==> config.mk <==
export PLATFORM = sky130hd
export DESIGN_NAME = fb_sdram_reader
export DESIGN_NICKNAME = d
export VERILOG_FILES = /design/src/rtl/fb_sdram_reader.sv
export SDC_FILE = /design/constraint.sdc
export NUM_CORES = 1
export LEC_CHECK = 0
export ABC_AREA = 0
export BUFFER_PORTS_ARGS = -buffer_cell sky130_fd_sc_hd__buf_2
export CORE_MARGIN = 2
export CORE_UTILIZATION = 35
export DETAILED_ROUTE_END_ITERATION = 10
export PLACE_DENSITY_LB_ADDON = 0.1
export RECOVER_POWER = 100
export SLEW_MARGIN = 20
export SYNTH_ARGS = -nofsm -noshare
export SYNTH_HDL_FRONTEND = slang
export SYNTH_SLANG_ARGS = --single-unit
==> constraint.sdc <==
create_clock -name sys_clk -period 2.4 [get_ports sys_clk]
set_input_delay 0.36 -clock sys_clk [delete_from_list [all_inputs] [get_ports sys_clk]]
set_output_delay 0.36 -clock sys_clk [all_outputs]
set_load 0.05 [all_outputs]
==> src/rtl/fb_sdram_reader.sv <==
// Wishbone read master that streams a linear framebuffer into the video pixel FIFO.
// Define WSHB_BURST_EN for incrementing bursts (cti 010/111); otherwise classic cycles.
module fb_sdram_reader #(
    parameter int unsigned HDISP     = 800,
    parameter int unsigned VDISP     = 480,
    parameter logic [31:0] BASE_ADR  = 32'h0,
    parameter int unsigned BURST_LEN = 16
) (
    input  logic        sys_clk,
    input  logic        sys_rst,
    input  logic        frame_restart,
    input  logic        wfifo_afull,
    output logic        wfifo_write,
    output logic [31:0] wfifo_data,
    output logic        wb_cyc,
    output logic        wb_stb,
    output logic        wb_we,
    output logic [31:0] wb_adr,
    output logic [3:0]  wb_sel,
    output logic [2:0]  wb_cti,
    output logic [1:0]  wb_bte,
    input  logic [31:0] wb_dat_sm,
    input  logic        wb_ack,
    input  logic        wb_err,
    input  logic        wb_rty,
    output logic        frame_done
);

    localparam int unsigned NPIX = HDISP * VDISP;
    localparam int unsigned CW   = (NPIX > 1) ? $clog2(NPIX) : 1;
    localparam logic [CW-1:0] LAST = CW'(NPIX - 1);

    if (BURST_LEN < 2 || (BURST_LEN & (BURST_LEN - 1)) != 0) begin : g_bad_burst_len
        $error("BURST_LEN must be a power of 2 and at least 2");
    end

    typedef enum logic {IDLE, READ} state_t;
    state_t state, state_nxt;

    logic [CW-1:0] counter;
    logic          restart_pend;
    logic          done_word;
    logic          term;
    logic          stop_req;
    logic          frame_end;

    assign done_word = wb_ack | wb_err;
    assign term      = done_word | wb_rty;
    assign stop_req  = wfifo_afull | restart_pend | frame_restart;
    assign frame_end = (counter == LAST);

    assign wb_we  = 1'b0;
    assign wb_sel = 4'hF;
    assign wb_bte = 2'b00;

    always_ff @(posedge sys_clk or posedge sys_rst) begin
        if (sys_rst) state <= IDLE;
        else         state <= state_nxt;
    end

    // afull and restart are only honoured at a termination so stb never drops mid-transfer
    always_comb begin
        state_nxt = state;
        wb_cyc    = 1'b0;
        wb_stb    = 1'b0;
        case (state)
            IDLE: if (!wfifo_afull) state_nxt = READ;
            READ: begin
                wb_cyc = 1'b1;
                wb_stb = 1'b1;
                if (term && stop_req) state_nxt = IDLE;
            end
            default: state_nxt = IDLE;
        endcase
    end

    always_ff @(posedge sys_clk or posedge sys_rst) begin
        if (sys_rst) begin
            wb_adr       <= BASE_ADR;
            counter      <= '0;
            restart_pend <= 1'b0;
            wfifo_write  <= 1'b0;
            wfifo_data   <= '0;
            frame_done   <= 1'b0;
        end else begin
            wfifo_write <= 1'b0;
            frame_done  <= 1'b0;
            case (state)
                IDLE: begin
                    if (restart_pend || frame_restart) begin
                        wb_adr       <= BASE_ADR;
                        counter      <= '0;
                        restart_pend <= 1'b0;
                    end
                end
                READ: begin
                    if (frame_restart) restart_pend <= 1'b1;
                    if (done_word) begin
                        // an errored word still occupies its slot so the display stays aligned
                        wfifo_write <= 1'b1;
                        wfifo_data  <= wb_ack ? wb_dat_sm : '0;
                        if (frame_end) begin
                            wb_adr     <= BASE_ADR;
                            counter    <= '0;
                            frame_done <= 1'b1;
                        end else begin
                            wb_adr  <= wb_adr + 32'd4;
                            counter <= counter + CW'(1);
                        end
                    end
                end
                default: ;
            endcase
        end
    end

`ifdef WSHB_BURST_EN
    localparam int unsigned BW = $clog2(BURST_LEN);

    logic [BW-1:0] burst_cnt;
    logic          stop_seen;
    logic          burst_cut;
    logic          burst_last;

    // burst_cut is fixed when a word is issued, keeping cti stable for the whole transfer
    assign burst_last = (burst_cnt == BW'(BURST_LEN - 1)) || frame_end || burst_cut;

    always_ff @(posedge sys_clk or posedge sys_rst) begin
        if (sys_rst) begin
            burst_cnt <= '0;
            stop_seen <= 1'b0;
            burst_cut <= 1'b0;
        end else if (state != READ || (term && stop_req)) begin
            burst_cnt <= '0;
            stop_seen <= 1'b0;
            burst_cut <= 1'b0;
        end else if (done_word) begin
            if (burst_last) begin
                burst_cnt <= '0;
                burst_cut <= 1'b0;
            end else begin
                burst_cnt <= burst_cnt + BW'(1);
                burst_cut <= stop_seen;
            end
            stop_seen <= 1'b0;
        end else begin
            stop_seen <= stop_seen | wfifo_afull | frame_restart;
        end
    end

    always_comb begin
        wb_cti = 3'b000;
        if (state == READ) wb_cti = burst_last ? 3'b111 : 3'b010;
    end
`else
    assign wb_cti = 3'b000;
`endif

endmodule
Word-level counts from Yosys, hierarchy flattened

Index checks and enable logic that the tools add are counted.

Flip-flop bits (word level): 87
Bits in latches: 0
Bits in writable memories: 0
ROM bits: 0
Input port bits: 39
Output and inout port bits: 78
Logic and storage cells: 44
Memories: 0

Add/sub/neg operators: 2
Multipliers: 0
Divide/modulo/power cells: 0
$lt $le $gt $ge: 0
Equal/unequal tests: 4
Shifts and indexed selects: 0
Multiplexer cells: 21
Bitwise logic cells: 5
Reductions and logical operators: 5

Operators by type and width:

| cell                                          | number |
|---|---|
| two-way mux 32 bit                            | 4 |
| one-hot mux 32 bit (2 select lines)           | 1 |
| two-way mux 19 bit                            | 3 |
| one-hot mux 19 bit (2 select lines)           | 1 |
| adder 32 x 3 -> 32 bit, second input constant | 1 |
| adder 19 x 1 -> 19 bit, second input constant | 1 |
| equality test 19 bit, second input constant   | 1 |
| two-way mux 1 bit                             | 10 |
| AND reduction 2 bit                           | 3 |
| != test 2 bit, second input constant          | 2 |
| OR 1 bit                                      | 4 |
| one-hot mux 1 bit (2 select lines)            | 2 |
| != test 2 x 1 -> 1 bit, second input constant | 1 |
| logical AND 1 bit                             | 1 |
| logical OR 1 bit                              | 1 |
| NOT 1 bit                                     | 1 |

Longest topological paths before layout

Depth after elaboration: 5
Gate-level depth with buffers: 7
Mapped depth without buffers: 6

Worst setup path after synthesis

OpenSTA, ideal clock, no wires.

Path type: register to register
From: reg wb_adr[8]
To: reg wb_adr[27]
Setup time: 0.076 ns
Arrival: 1.989 ns
Setup slack: 0.336 ns
Cell stages (with the launch flop): 6
Buffers on the path: 0
Cell sequence: dfrtp_1 -> nand3_1 -> nor4_4 -> nand3_4 -> or3_1 -> a21oi_2

Longest elaborated chain between the ends: 4

RTL lines:

| item                                | line | text |
|---|---|---|
| start: declaration                  | 18   | `output logic [31:0] wb_adr,` |
| start signal: assignment            | 107  | `wb_adr <= wb_adr + 32'd4;` |
| adder 32 x 3 -> 32 bit              | 107  |  |
| two-way mux 32 bit                  | 102  | `if (frame_end) begin` |
| two-way mux 32 bit                  | 98   | `if (done_word) begin` |
| one-hot mux 32 bit (2 select lines) | 88   | `case (state)` |

No other way between the ends. The select of a mux whose other input is x is not followed.
A chain may end at the register's enable or synchronous reset.

Final worst setup path

From: reg counter[0]
To: reg wb_adr[11]

Longest elaborated chain between the ends: 4

RTL lines:

| item                                | line | text |
|---|---|---|
| start: declaration                  | 40   | `logic [CW-1:0] counter;` |
| start signal: assignment            | 108  | `counter <= counter + CW'(1);` |
| equality test 19 bit                | 50   | `assign frame_end = (counter == LAST);` |
| two-way mux 32 bit                  | 102  |  |
| two-way mux 32 bit                  | 98   |  |
| one-hot mux 32 bit (2 select lines) | 88   |  |

No other way between the ends. The select of a mux whose other input is x is not followed.

==> results summary <==
The run finished with clean final reports. Derived from the worst setup path, the maximum achievable clock frequency is 493 MHz. Sequential cells burn 42.7% of the power.

The synthesized design contains 0 enable-type register cells. The number of diodes is 0. The root buffer cell is sky130_fd_sc_hd__clkbuf_16. The critical path goes through ha_1, nand4b_1, nor4_1, nand3_1, o22ai_4, buf_12, nor2_1.

The number of violations of the max-capacitance limit is 0. The number of CTS-inserted buffers came out at 9. The number of cell rows is 38. Setup repair after global routing left no endpoint under its margin.

The required time at the worst-slack endpoint came out at 2.62 ns. The final layout net count came out at 509. The stage delay of the slowest cell on the critical path is 0.39 ns.

The number of buffer and inverter stages on the critical path came out at 1. The power per unit of standard cell area is 790 nW/um2. The core occupancy in the finished layout came out at 43.9%. From synthesis to final layout, the design area changed by 21.3%. The slowest stage of the critical path belongs to the cell sky130_fd_sc_hd__dfrtp_1. Dividing the detail-routed via count by the number of cells gives 4.93.

sky130_fd_sc_hd__dfrtp_1 takes more of the synthesized area than any other cell. The pin count of the biggest net entering global routing is 47. For this run, the leading register cell type out of synthesis is sky130_fd_sc_hd__dfrtp_1.

The via count of the first global-routing pass is 3009. The clock insertion delay at the later pin of the skew report came out at 0.34 ns. The weighted congestion at the end of routability-driven global placement is 0.765. The full die area is 12200 um2. The commonest cells after synthesis are sky130_fd_sc_hd__dfrtp_1, sky130_fd_sc_hd__nor2_1, sky130_fd_sc_hd__xor2_1.

The number of antenna violations at the first check in global routing is 0. The count of unique library cells instantiated by Yosys came out at 42. The arrival time of the worst setup path is 2.25 ns. Measured along the x axis, the die boundary spans 110 um. The summed instance area of the synthesized netlist is 3950 um2. The cell count after synthesis is 360.

The vertical extent of the die came out at 110 um. The critical path launch point type is a flop. The final cycle utilization of the critical path is 84.5%. Summed over all cells, the static leakage comes to 2.16 nW.

The met3 wire length is 563 um. The path category of the worst min-delay check is primary input to flop. Global routing consumed, over all layers together, 16.2% of the routing resources. The antenna violation net count after detailed routing came out at 0. The remaining global-route overflow came out at 0.

TritonCTS built the clock tree. The fraction of registers with async set/reset came out at 100%. The met2 layer wire length in the routed design came out at 3820 um.

The internal power summed over all cells came out at 0.00254 W. The type of destination of the critical path is a flop. The highest signal layer in the routed design is met4.

Of all nets on the critical path, the largest fanout is 45. The routed length per placed instance is 14.7 um. After routing the design area is 4800 um2.

Wires add up to 9000 um. The path type of the worst setup path is flop to flop. The synthesis-stage register bit count is 85. Dividing the synthesized area by the synthesized cell count gives 11.0 um2.

The worst clock skew came out at 0.00435 ns. For this run, the detailed router's first-pass iteration total came to 4. The proportion of power drawn by combinational gates is 20.2%.

The area share of the largest cell type after synthesis came out at 53.8%. The post-layout instance count excluding filler cells came out at 613. The switching power of the nets is 0.00125 W.

The setup violation total in the final timing report came out at 0. The detailed-route via count is 3023. In this run the number of H-tree levels came out at 3. The post-route minimum period came out at 2.03 ns. In the post-synthesis netlist, the cell with the most instances is sky130_fd_sc_hd__dfrtp_1. The core area is 10900 um2. The number of DRC markers after the initial detailed-route iteration came out at 161.

After synthesis, flip-flops and latches occupy 53.8% of the total area. The final-report hold violation count is 0. The routed metal-1 wire length is 4460 um. The number of synthesis warnings is 0.

The tightest slew margin relative to the limit came out at 23.0%. The total number of clock tree sinks is 85. The total placed instance area came out at 4620 um2. The relative contribution of the clock network to total power came out at 37.1%. The top-level I/O count is 117.

The estimated wirelength of the detail-placed design is 6060 um. The number of max-slew violations in the final report came out at 0. The maximum resistive drop on vdd is 387 uV. In this run the deepest clock path goes through 2 buffers. The switching power as a share of total power came out at 33.0%. In this run the tool buffered the top-level ports with 104 buffer cells. The initial cell density of the core is 36.2%.

The proportion of layout cells with a drive suffix above 1 came out at 16.3%. The aggregate negative setup slack came out at 0 ns. The detailed-route DRC error count is 0. The global-route wire length before repair came out at 15100 um.

The clock-pin slew reported for the worst setup and hold paths after clock tree synthesis came out at 0.06 ns. The worst-margin pin slew came out at 1.15 ns. Grouping stages by cell kind, the critical path spends the most delay in simple AND/OR/NAND/NOR gates. In the post-synthesis netlist, the biggest area contributors are sky130_fd_sc_hd__dfrtp_1, sky130_fd_sc_hd__xor2_1, sky130_fd_sc_hd__a22o_1. The number of gates resized after CTS is 0.

The total instance count after detailed placement came out at 596.
==> power by group through the flow <==
stage                     Combinational, W  Clock [W]  Sequential, W
after floorplan                   0.000285          0        0.00197
after global placement            0.000810          0        0.00164
after detailed placement          0.000817          0        0.00163
after CTS                         0.000814    0.00144        0.00162
after global routing              0.000816    0.00151        0.00163
final                             0.000765    0.00140        0.00162
==> state kept, by name, summed over array words and instances, names as in the netlist <==
| name | count |
|---|---|
| wfifo_write | 1 |
| frame_done | 1 |
| wfifo_data | 32 |
| counter | 19 |
| state | 1 |
| wb_adr | 30 |
| restart_pend | 1 |
==> layout by cell type, fill, tap and decap left out, drive strengths merged <==
cell type,synthesis,routed
dfrtp,85,85
clkbuf,9,79
nor2,51,51
buf,19,45
xor2,38,38
a22o,34,34
nand4,32,32
nand3,17,17
nand2,15,15
conb,2,12
o21ai,7,7
inv,7,6
and2,6,6
nor3,6,6
nor4,5,5
clkinv,0,5
xnor2,4,4
and4,3,3
and3,3,3
or3,3,3
a21oi,3,3
ha,2,2
nor3b,2,2
nand4b,1,1
o22ai,1,1
nor2b,1,1
or4b,1,1
clkinvlp,0,1
or2,1,1
a31oi,1,1
or4,1,1
bufinv,0,1
dlygate4sd3,0,1
==> stage by stage <==
step	power (W)	hold slack [ns]	worst slack (ns)
after floorplan	0.00226	0.469	0.336
after global placement	0.00245	0.303	0.443
after detailed placement	0.00245	0.299	0.448
after CTS	0.00387	0.206	0.440
after global routing	0.00396	0.222	0.126
final	0.00379	0.214	0.372
==> worst paths after layout <==
path	start	end	slack, ns	cells after the start
min in group asynchronous	sys_rst	wfifo_data[14]	0.49	3
max reg2reg	counter[0]	wb_adr[11]	0.37	7
max in group asynchronous	sys_rst	wb_adr[4]	0.53	4
min reg2reg	wfifo_data[11]	wfifo_data[11]	0.50	1
min	wfifo_afull	state	0.21	2
max	counter[0]	wb_adr[11]	0.37	7
==> worst register-to-register path: stages, from the launching register on <==
cell	delay, ns
sky130_fd_sc_hd__dfrtp_1	0.39
sky130_fd_sc_hd__ha_1	0.30
sky130_fd_sc_hd__nand4b_1	0.13
sky130_fd_sc_hd__nor4_1	0.35
sky130_fd_sc_hd__nand3_1	0.22
sky130_fd_sc_hd__o22ai_4	0.17
sky130_fd_sc_hd__buf_12	0.25
sky130_fd_sc_hd__nor2_1	0.10
==> area by class of cell <==
type	instances	area, um2
fill	1113	6140
sequential	85	2130
multi-input combinational	250	1640
timing repair buffer	115	528
clock buffer	10	239
tap	140	175
clock inverter	6	62.6
inverter	7	27.5
==> per-layer routing <==
layer  vias to the layer above  GRT usage [%]
met5                         -              0
met1                      1450           23.9
li1                       1466              -
met2                        95           22.2
met3                        12           4.47
met4                         0           6.43
==> repair_timing <==
item,4_1_cts,5_1_grt
hold buffers,1,0
setup buffers,0,0
endpoints found under the hold margin,5,0
==> logic make-up (layout without fill, tap and decap cells) <==
kind of cell    after synthesis  after routing  share of synthesized area [%]
flops                        85             85                           53.8
fa+ha+maj                     2              2                          0.633
other cells                   2             12                          0.190
compound gates               46             46                           9.75
xor+xnor                     42             42                           9.30
buf+inv                      35            138                           5.35
simple gates                148            148                           21.0
Power figures use the tool's default switching activity.
